$ cat config.mk
export PLATFORM = sky130hd
export DESIGN_NAME = ballot_input_conditioner
export DESIGN_NICKNAME = d
export VERILOG_FILES = /design/src/rtl/ballot_input_conditioner.sv
export SDC_FILE = /design/constraint.sdc
export NUM_CORES = 1
export LEC_CHECK = 0
export CORE_MARGIN = 10
export CORE_UTILIZATION = 55
export CTS_CLUSTER_DIAMETER = 80
export DETAILED_ROUTE_END_ITERATION = 10
export PLACE_DENSITY = 0.74
export SLEW_MARGIN = 15
export SYNTH_ARGS = -nofsm -noshare
export SYNTH_HDL_FRONTEND = slang
export SYNTH_SLANG_ARGS = --single-unit
$ cat constraint.sdc
create_clock -name clock -period 3.7 [get_ports clock]
set_input_delay 1.11 -clock clock [delete_from_list [all_inputs] [get_ports clock]]
set_output_delay 1.11 -clock clock [all_outputs]
set_load 0.01 [all_outputs]
$ cat src/rtl/ballot_input_conditioner.sv
// Button/mode front end for the voting core: synchronise, debounce, enforce a single
// press per action and emit one-hot vote, query or reject strobes.
module ballot_input_conditioner #(
  parameter int unsigned DEBOUNCE_CYCLES = 10,
  parameter int unsigned LOCKOUT_CYCLES  = 16
) (
  input  logic       clock,
  input  logic       reset,
  input  logic       mode,
  input  logic       button1,
  input  logic       button2,
  input  logic       button3,
  input  logic       button4,
  output logic       vote_valid,
  output logic       query_valid,
  output logic [3:0] cand_sel,
  output logic       reject,
  output logic       busy
);

  localparam int unsigned NB    = 4;
  localparam int unsigned CNT_W = 8;
  // Last count value before the qualifying / releasing edge.
  localparam logic [CNT_W-1:0] DEB_LAST  = CNT_W'(DEBOUNCE_CYCLES - 1);
  localparam logic [CNT_W-1:0] LOCK_LAST = CNT_W'(LOCKOUT_CYCLES - 1);
  localparam logic [CNT_W-1:0] CNT_MAX   = '1;

  typedef enum logic [2:0] {
    IDLE,
    QUAL,
    FIRE,
    REJECT,
    WAIT_REL
  } state_t;

  logic [NB-1:0]    btn_m, btn_s;
  logic             mode_m, mode_s;

  state_t           state, state_nx;
  logic [CNT_W-1:0] cnt, cnt_nx, cnt_inc;
  logic [NB-1:0]    cand_q, cand_nx;
  logic             mode_q, mode_nx;
  logic             single_btn;

  logic             vote_nx, query_nx, reject_nx, busy_nx;
  logic [NB-1:0]    cand_sel_nx;

  // Two-flop synchronisers; only btn_s/mode_s reach the FSM.
  always_ff @(posedge clock) begin
    if (reset) begin
      btn_m  <= '0;
      btn_s  <= '0;
      mode_m <= 1'b0;
      mode_s <= 1'b0;
    end else begin
      btn_m  <= {button4, button3, button2, button1};
      btn_s  <= btn_m;
      mode_m <= mode;
      mode_s <= mode_m;
    end
  end

  assign single_btn = (btn_s != '0) && ((btn_s & (btn_s - NB'(1))) == '0);
  assign cnt_inc    = (cnt == CNT_MAX) ? cnt : cnt + CNT_W'(1);

  always_ff @(posedge clock) begin
    if (reset) begin
      state       <= IDLE;
      cnt         <= '0;
      cand_q      <= '0;
      mode_q      <= 1'b0;
      vote_valid  <= 1'b0;
      query_valid <= 1'b0;
      cand_sel    <= '0;
      reject      <= 1'b0;
      busy        <= 1'b0;
    end else begin
      state       <= state_nx;
      cnt         <= cnt_nx;
      cand_q      <= cand_nx;
      mode_q      <= mode_nx;
      vote_valid  <= vote_nx;
      query_valid <= query_nx;
      cand_sel    <= cand_sel_nx;
      reject      <= reject_nx;
      busy        <= busy_nx;
    end
  end

  always_comb begin
    state_nx = state;
    cnt_nx   = cnt;
    cand_nx  = cand_q;
    mode_nx  = mode_q;

    case (state)
      IDLE: begin
        if (btn_s != '0) begin
          if (single_btn) begin
            cand_nx  = btn_s;
            mode_nx  = mode_s;
            cnt_nx   = CNT_W'(1);
            state_nx = QUAL;
          end else begin
            state_nx = REJECT;
          end
        end
      end
      QUAL: begin
        if (btn_s == '0) begin
          state_nx = IDLE;
        end else if (btn_s != cand_q) begin
          state_nx = REJECT;
        end else if (mode_s != mode_q) begin
          cnt_nx   = '0;
          state_nx = WAIT_REL;
        end else if (cnt >= DEB_LAST) begin
          mode_nx  = mode_s;
          state_nx = FIRE;
        end else begin
          cnt_nx = cnt_inc;
        end
      end
      FIRE, REJECT: begin
        cnt_nx   = '0;
        state_nx = WAIT_REL;
      end
      WAIT_REL: begin
        // Any activity restarts the all-released lockout window.
        if (btn_s != '0) begin
          cnt_nx = '0;
        end else if (cnt >= LOCK_LAST) begin
          cnt_nx   = '0;
          state_nx = IDLE;
        end else begin
          cnt_nx = cnt_inc;
        end
      end
      default: begin
        cnt_nx   = '0;
        state_nx = IDLE;
      end
    endcase

    // Outputs are decoded from the next state so they register alongside it.
    vote_nx     = (state_nx == FIRE) && !mode_nx;
    query_nx    = (state_nx == FIRE) && mode_nx;
    cand_sel_nx = (state_nx == FIRE) ? cand_nx : '0;
    reject_nx   = (state_nx == REJECT);
    busy_nx     = (state_nx != IDLE);
  end

endmodule

### Yosys cells after proc, flatten, opt, wreduce, memory -nomap -nowiden

Cells that the tools add are included.
W data, S select, Z words.

| word-level totals | value |
|---|---|
| register bits after elaboration | 34 |
| input bits | 7 |
| word-level logic and storage cells | 74 |

| operators by class | value |
|---|---|
| add/subtract/negate cells | 2 |
| order comparisons | 2 |
| equality and inequality tests | 14 |
| mux-type cells | 29 |
| bitwise logic cells | 2 |
| reductions and logical operators | 12 |

Operators by type and width:

| operator | count |
|---|---|
| $mux W8 | 9 |
| $pmux W8 S3 | 1 |
| $mux W3 | 7 |
| $ge A8 B4 Y1 const B | 2 |
| $eq A3 B2 Y1 const B | 4 |
| $mux W4 | 3 |
| $pmux W3 S4 | 1 |
| $add A8 B1 Y8 const B | 1 |
| $eq A8 B8 Y1 const B | 1 |
| $logic_not A4 Y1 | 2 |
| $ne A2 B2 Y1 const B | 4 |
| $mux W1 | 6 |
| $reduce_and A5 Y1 | 1 |
| $and A4 B4 Y4 | 1 |
| $ne A4 B4 Y1 | 1 |
| $reduce_bool A4 Y1 | 1 |
| $reduce_or A2 Y1 | 2 |
| $sub A4 B1 Y4 const B | 1 |
| $eq A3 B1 Y1 const B | 1 |
| $eq A3 B3 Y1 const B | 1 |
| $logic_and A1 B1 Y1 | 3 |
| $logic_not A3 Y1 | 1 |
| $ne A3 B3 Y1 const B | 1 |
| $reduce_bool A3 Y1 | 1 |
| other kinds (5) | 5 |

### Logic depth before layout (Yosys ltp)

Gate-level depths: netlist (run 1).

| depth | value |
|---|---|
| depth in word-level cells | 10 |
| depth in mapped cells | 8 |

### Worst setup path after synthesis (run 1)

OpenSTA, ideal clock, no wires.

| path | value |
|---|---|
| path kind | reg2reg |
| start | register btn_s[3] |
| end | register cnt[1] |
| library setup time | 0.072 ns |
| arrival | 1.929 ns |
| setup slack | 1.700 ns |
| stages on the path, launching flop included | 7 |
| path buffers | 1 |
| cells stage by stage | dfxtp_1 buf_6 or4_4 nor4_4 nor2_2 or4b_1 mux2i_1 |

| on the way | value |
|---|---|
| longest elaborated chain between the ends | 6 |
| elaborated cells on any way between the ends | 14 |

Ends and longest elaborated chain:

| element | line | RTL |
|---|---|---|
| start: declaration | 36 | `logic [NB-1:0] btn_m, btn_s;` |
| start signal: assignment | 57 | `btn_s <= btn_m;` |
| $sub A4 B1 Y4 | 63 | `assign single_btn = (btn_s != '0) && ((btn_s & (btn_s - NB'(1))) == '0);` |
| $and A4 B4 Y4 | 63 |  |
| $logic_not A4 Y1 | 63 |  |
| $logic_and A1 B1 Y1 | 63 |  |
| $ne A2 B2 Y1 (no line) | -- |  |
| $reduce_and A5 Y1 (no line) | -- |  |
| end signal: assignment | 79 | `cnt <= cnt_nx;` |
| end: declaration | 40 | `logic [CNT_W-1:0] cnt, cnt_nx, cnt_inc;` |

Parallel ways exist; a longest one is shown, timed or not.
A chain may end at the register's enable or synchronous reset.

### Worst setup path in the final report (run 1)

| path | value |
|---|---|
| start | register query_valid |
| end | output query_valid |

RTL lines:

| element | line | RTL |
|---|---|---|
| start: declaration | 15 | `output logic query_valid,` |
| start signal: assignment | 83 | `query_valid <= query_nx;` |

No word-level cell between the ends.

==> results of run 1 <==
logic make-up (layout without fill, tap and decap cells):
kind of cell	count (synthesis)	in the layout	synth area share
and+or+nand+nor	66	66	0.262
AOI/OAI and AO/OA	30	30	0.141
DFF	34	34	0.427
muxes	6	6	0.0377
xor gates and xnor gates	7	7	0.0385
buffers and inverters	16	29	0.0636
adders and majority gates	4	4	0.0298
worst paths after layout:
kind,startpoint,to,slack [ns],depth (start not counted)
worst max register to register,cnt[1],cnt[1],1.41,7
worst max-delay path,query_valid,query_valid,1.39,1
worst min-delay path,btn_m[0],btn_s[0],0.44,1
worst min register to register,btn_m[0],btn_s[0],0.44,1
area by class of cell:
class                      count  area share
timing repair buffer          15      0.0826
tap                           31      0.0217
clock buffer                   6      0.0287
inverter                       7      0.0147
multi-input combinational    113       0.454
sequential                    34       0.381
clock inverter                 1      0.0168
power by group through the flow:
stage                     Clock (mW)  Combinational, mW  Sequential, mW
after global placement             0              0.103           0.400
final                          0.276              0.105           0.392
after detailed placement           0              0.104           0.401
after global routing           0.296              0.118           0.395
after floorplan                    0             0.0902           0.394
after CTS                      0.279              0.105           0.392
through the flow:
stage | power [mW] | setup WS [ns]
floorplan | 0.485 | 1.70
finish | 0.774 | 1.39
global route | 0.808 | 1.22
global placement | 0.503 | 1.16
detailed placement | 0.505 | 1.14
CTS | 0.777 | 1.37
metal layers:
metal / routed length [um] / up-vias / global-route usage / share of wire
met5: 0 / - / 0 / 0
met4: 60 / 0 / 0.0621 / 0.019
met3: 175 / 8 / 0.0350 / 0.056
met2: 1510 / 44 / 0.209 / 0.48
met1: 1370 / 578 / 0.153 / 0.44
li1: - / 615 / - / -
placed cells by master, fill, tap and decap left out, types with 2 or more instances in the layout:
master            n
a211oi_1          7
a21oi_1           3
a31o_2            2
a31oi_1           4
a41oi_1           3
and2_1            2
and3_1            3
clkbuf_4          5
clkdlybuf4s50_1  14
dfxtp_1          34
ha_1              3
inv_1             7
mux2i_1           6
nand2_1           3
nand2b_1          2
nand4_1           2
nor2_1           10
nor2b_1          14
nor3_1            8
nor4_1            3
nor4b_1           2
o21ai_0           2
or2_2             2
or3b_2            2
or4_4             2
xnor2_1           5
xor2_1            2
registers in the layout, summed over array words and instances (netlist names):
| signal | count |
|---|---|
| vote_valid | 1 |
| cand_sel | 4 |
| busy | 1 |
| mode_s | 1 |
| cand_q | 4 |
| btn_m | 4 |
| mode_m | 1 |
| cnt | 8 |
| reject | 1 |
| query_valid | 1 |
| btn_s | 4 |
| state | 3 |
| mode_q | 1 |
==> out/results.txt, run 1 <==
CTS tree -> done
FF+latch area -> 681 sq um
Switching Share -> 0.243
pwr dens -> 433 mW/mm^2
Multi-input gate area -> 812 sq um
Finished Cell Area -> 0.00179 sq mm
register area share after synthesis -> 0.427
CTS root buffer -> clkbuf_4
Rel. slew slack -> 0.573
CTS sink count -> 34
clock power share -> 0.357
Final Hold Vio Count -> 0
largest net degree at the start of global routing -> 20
Initial Util -> 0.578
# rows -> 19
detailed-route wire length -> 3110 um
final worst path period share -> 0.625
WP data required -> 2.59 ns
Final Skew -> 0.00791 ns
Cell Count Post-Placement -> 200
syn nets -> 173
fillers -> 229
Setup Viol. Count Final -> 0
EDFF count, synth -> 0
Nets -> 186
Die Y -> 73.8 um
unrepaired setup endpoints after global routing -> no
clock-pin slew on the worst setup and hold paths -> 0.10 ns
placed inst area -> 0.00171 sq mm
die width -> 73.8 um
starting DRC count in detailed routing -> 83
IO buf count -> 14
Max VDD drop -> 343 uV
WP data arrival -> 1.20 ns
post-CTS sizing -> 0
setup TNS -> 0 ns
DRC errors left -> 0
P&R area growth vs syn -> 12.1%
clk buf depth -> 2
Die ar. -> 0.00545 sq mm
worst skew pair latency -> 0.33 ns
Avg Cell Area, Syn -> 9.78 sq um
FF+latch count, synth -> 34
vias -> 1245
Max Freq -> 432 MHz
max cap viols -> 0
initial antenna violation count -> 0
Vias/cell -> 6.01
worst slew pin tran -> 0.635 ns
CTS hold repair buffers -> 0
Leakage -> 0.664 nW
ratio of cells with drive above 1 in the final layout -> 0.114
buffer and inverter count on the worst path -> 1
Routed Antenna Nets -> 0
core area -> 0.00276 sq mm
synth warn -> 0
crit path kind -> flop to output port
Cell Int Power -> 586 uW
crit-path cells -> clkdlybuf4s50_1
slowest CP cell -> clkdlybuf4s50_1
Tmin final -> 2.31 ns
Synth area leader -> dfxtp_1
Synth top area share -> 0.427
CP max stage delay -> 0.54 ns
Core Util, Final -> 0.648
asr flop ratio synth -> 0
Post-CTS Setup Inserts -> 0
total CTS buffers -> 5
Post-synth top cells -> 34 x dfxtp_1, 14 x nor2b_1, 10 x nor2_1
crit path max fanout -> 1
Hold WC Path Type -> flop to flop
status -> finished, final reports clean
NetSw -> 188 uW
Pre-Repair DR Iteration Count -> 6
Gate power share -> 0.136
placed wire-length estimate -> 2350 um
Seq pwr share -> 0.507
GRT overflow -> 0
Ports -> 15
first-pass GRT wire length -> 5560 um
Cell variety after synth -> 49
Setup crit end kind -> output port
WL per Instance -> 15.0 um
H-tree Lvls -> 2
max-slew violations -> 0
hold_ws -> 0.438 ns
vias in the first global route -> 1185
ant diodes -> 0
CP startpoint kind -> flop
ys flop type -> dfxtp_1
CP top delay family -> buffers and inverters
Mapped Cells -> 163
Mapped Area -> 0.00159 sq mm
most frequent cell after synthesis -> dfxtp_1
top cells by area, synth -> dfxtp_1 43%, nor2b_1 5.5%, mux2i_1 3.8%, a211oi_1 3.3%, buf_6 2.8%
Post-Layout Cell Count -> 207
RePlAce Congestion -> 0.973
GR Util All Layers -> 0.129
Power figures use the tool's default switching activity.
==> run 2, diff against run 1 <==
clock period = 2.28 ns   (was 3.7 ns; I/O delays follow)
==> out/results.txt, run 2 (synthesized netlist as in run 1, its figures left out) <==
status -> finished, final reports clean
pwr dens -> 696 mW/mm^2
Hold WC Path Type -> flop to flop
unrepaired setup endpoints after global routing -> no
CTS root buffer -> clkbuf_4
worst slew pin tran -> 0.491 ns
largest net degree at the start of global routing -> 20
RePlAce Congestion -> 0.952
Rel. slew slack -> 0.670
IO buf count -> 14
Max VDD drop -> 651 uV
DRC errors left -> 0
Finished Cell Area -> 0.00184 sq mm
Routed Antenna Nets -> 0
commonest non-fill, non-tap cells in the layout -> 34 x dfxtp_1, 14 x nor2b_1, 14 x clkdlybuf4s50_1, 10 x nor2_1, 8 x nor3_1
CTS tree -> done
busiest grt layer -> met2
Pre-Repair DR Iteration Count -> 4
detailed-route wire length -> 3240 um
clock-pin slew on the worst setup and hold paths -> 0.10 ns
final worst path period share -> 0.954
die width -> 73.8 um
Seq pwr share -> 0.499
clk buf depth -> 2
largest reg by FF count -> cnt
max-slew violations -> 0
placed inst area -> 0.00173 sq mm
clock power share -> 0.352
Post-Layout Cell Count -> 212
GR Util All Layers -> 0.127
r2r setup slk -> 0.11 ns
Switching Share -> 0.245
max reg flops -> 8
Initial Util -> 0.578
setup TNS -> 0 ns
GRT overflow -> 0
WP data required -> 2.56 ns
vias -> 1273
WL per Instance -> 15.3 um
CP startpoint kind -> flop
Ports -> 15
crit path kind -> flop to flop
Cell Int Power -> 965 uW
Cell Count Post-Placement -> 203
total CTS buffers -> 5
NetSw -> 314 uW
GR Util met2 -> 0.197
core area -> 0.00276 sq mm
Setup Viol. Count Final -> 0
ant diodes -> 0
vias in the first global route -> 1229
max cap viols -> 0
WP data arrival -> 2.45 ns
Die Y -> 73.8 um
P&R area growth vs syn -> 15.3%
Final Skew -> 0.0134 ns
commonest non-fill, non-tap cell in the layout -> dfxtp_1
ratio of cells with drive above 1 in the final layout -> 0.155
initial antenna violation count -> 0
Setup crit end kind -> flop
hold path depth -> 1
Nets -> 191
Final Hold Vio Count -> 0
starting DRC count in detailed routing -> 94
placed wire-length estimate -> 2360 um
# rows -> 19
Die ar. -> 0.00545 sq mm
CTS sink count -> 34
worst-case reg-to-reg path depth -> 5
GR Layer Usage met3 -> 0.0350
CTS hold repair buffers -> 0
crit path max fanout -> 8
Leakage -> 0.694 nW
H-tree Lvls -> 2
met1 Usage GRT -> 0.151
Gate power share -> 0.149
first-pass GRT wire length -> 5500 um
Tmin final -> 2.17 ns
Core Util, Final -> 0.667
worst skew pair latency -> 0.34 ns
Max Freq -> 460 MHz
Vias/cell -> 6.00
## run 2: final timing paths
kind,startpoint,to
setup / recovery,btn_s[3],cnt[1]
hold / removal,btn_m[0],btn_s[0]
setup reg to reg,btn_s[3],cnt[1]
hold reg to reg,btn_m[0],btn_s[0]
## run 2: worst max-delay path, cell delays in order, from the launching register on
cell and delay (ns):
dfxtp_1 0.41, or4_4 0.60, nor4_4 0.33, nor2_2 0.10
or4b_1 0.53, mux2i_1 0.14
## run 2: metrics by stage
step                worst slack [ns]  power, mW  hold slack, ns
global route                  0.0224       1.33           0.456
CTS                            0.115       1.27           0.442
finish                         0.106       1.28           0.433
floorplan                      0.280      0.786           0.414
detailed placement             0.144      0.826           0.426
global placement               0.148      0.824           0.421
## run 2: power by group through the flow
stage          clock, mW  combinational [mW]  sequential, mW
2_1_floorplan          0               0.146           0.640
3_3_place_gp           0               0.174           0.649
3_5_place_dp           0               0.175           0.651
4_1_cts            0.459               0.178           0.637
5_1_grt            0.481               0.212           0.641
6_report           0.451               0.190           0.638
## run 2: area by class of cell
class / instances / area, sq um
fill: 227 / 920
multi-input combinational: 113 / 826
sequential: 34 / 681
timing repair buffer: 20 / 185
clock buffer: 6 / 51.3
tap: 31 / 38.8
clock inverter: 1 / 30.0
inverter: 7 / 26.3
## run 2: per-layer routing
layer | up-vias | routed length [um]
met5 | - | 0
li1 | 631 | -
met2 | 34 | 1540
met4 | 0 | 72
met3 | 10 | 195
met1 | 598 | 1440
## run 2: timing repair
action,in CTS,in global routing
setup buffers,0,2
hold endpoints to repair,0,0
setup endpoints to repair,0,7
gates resized for setup,0,3
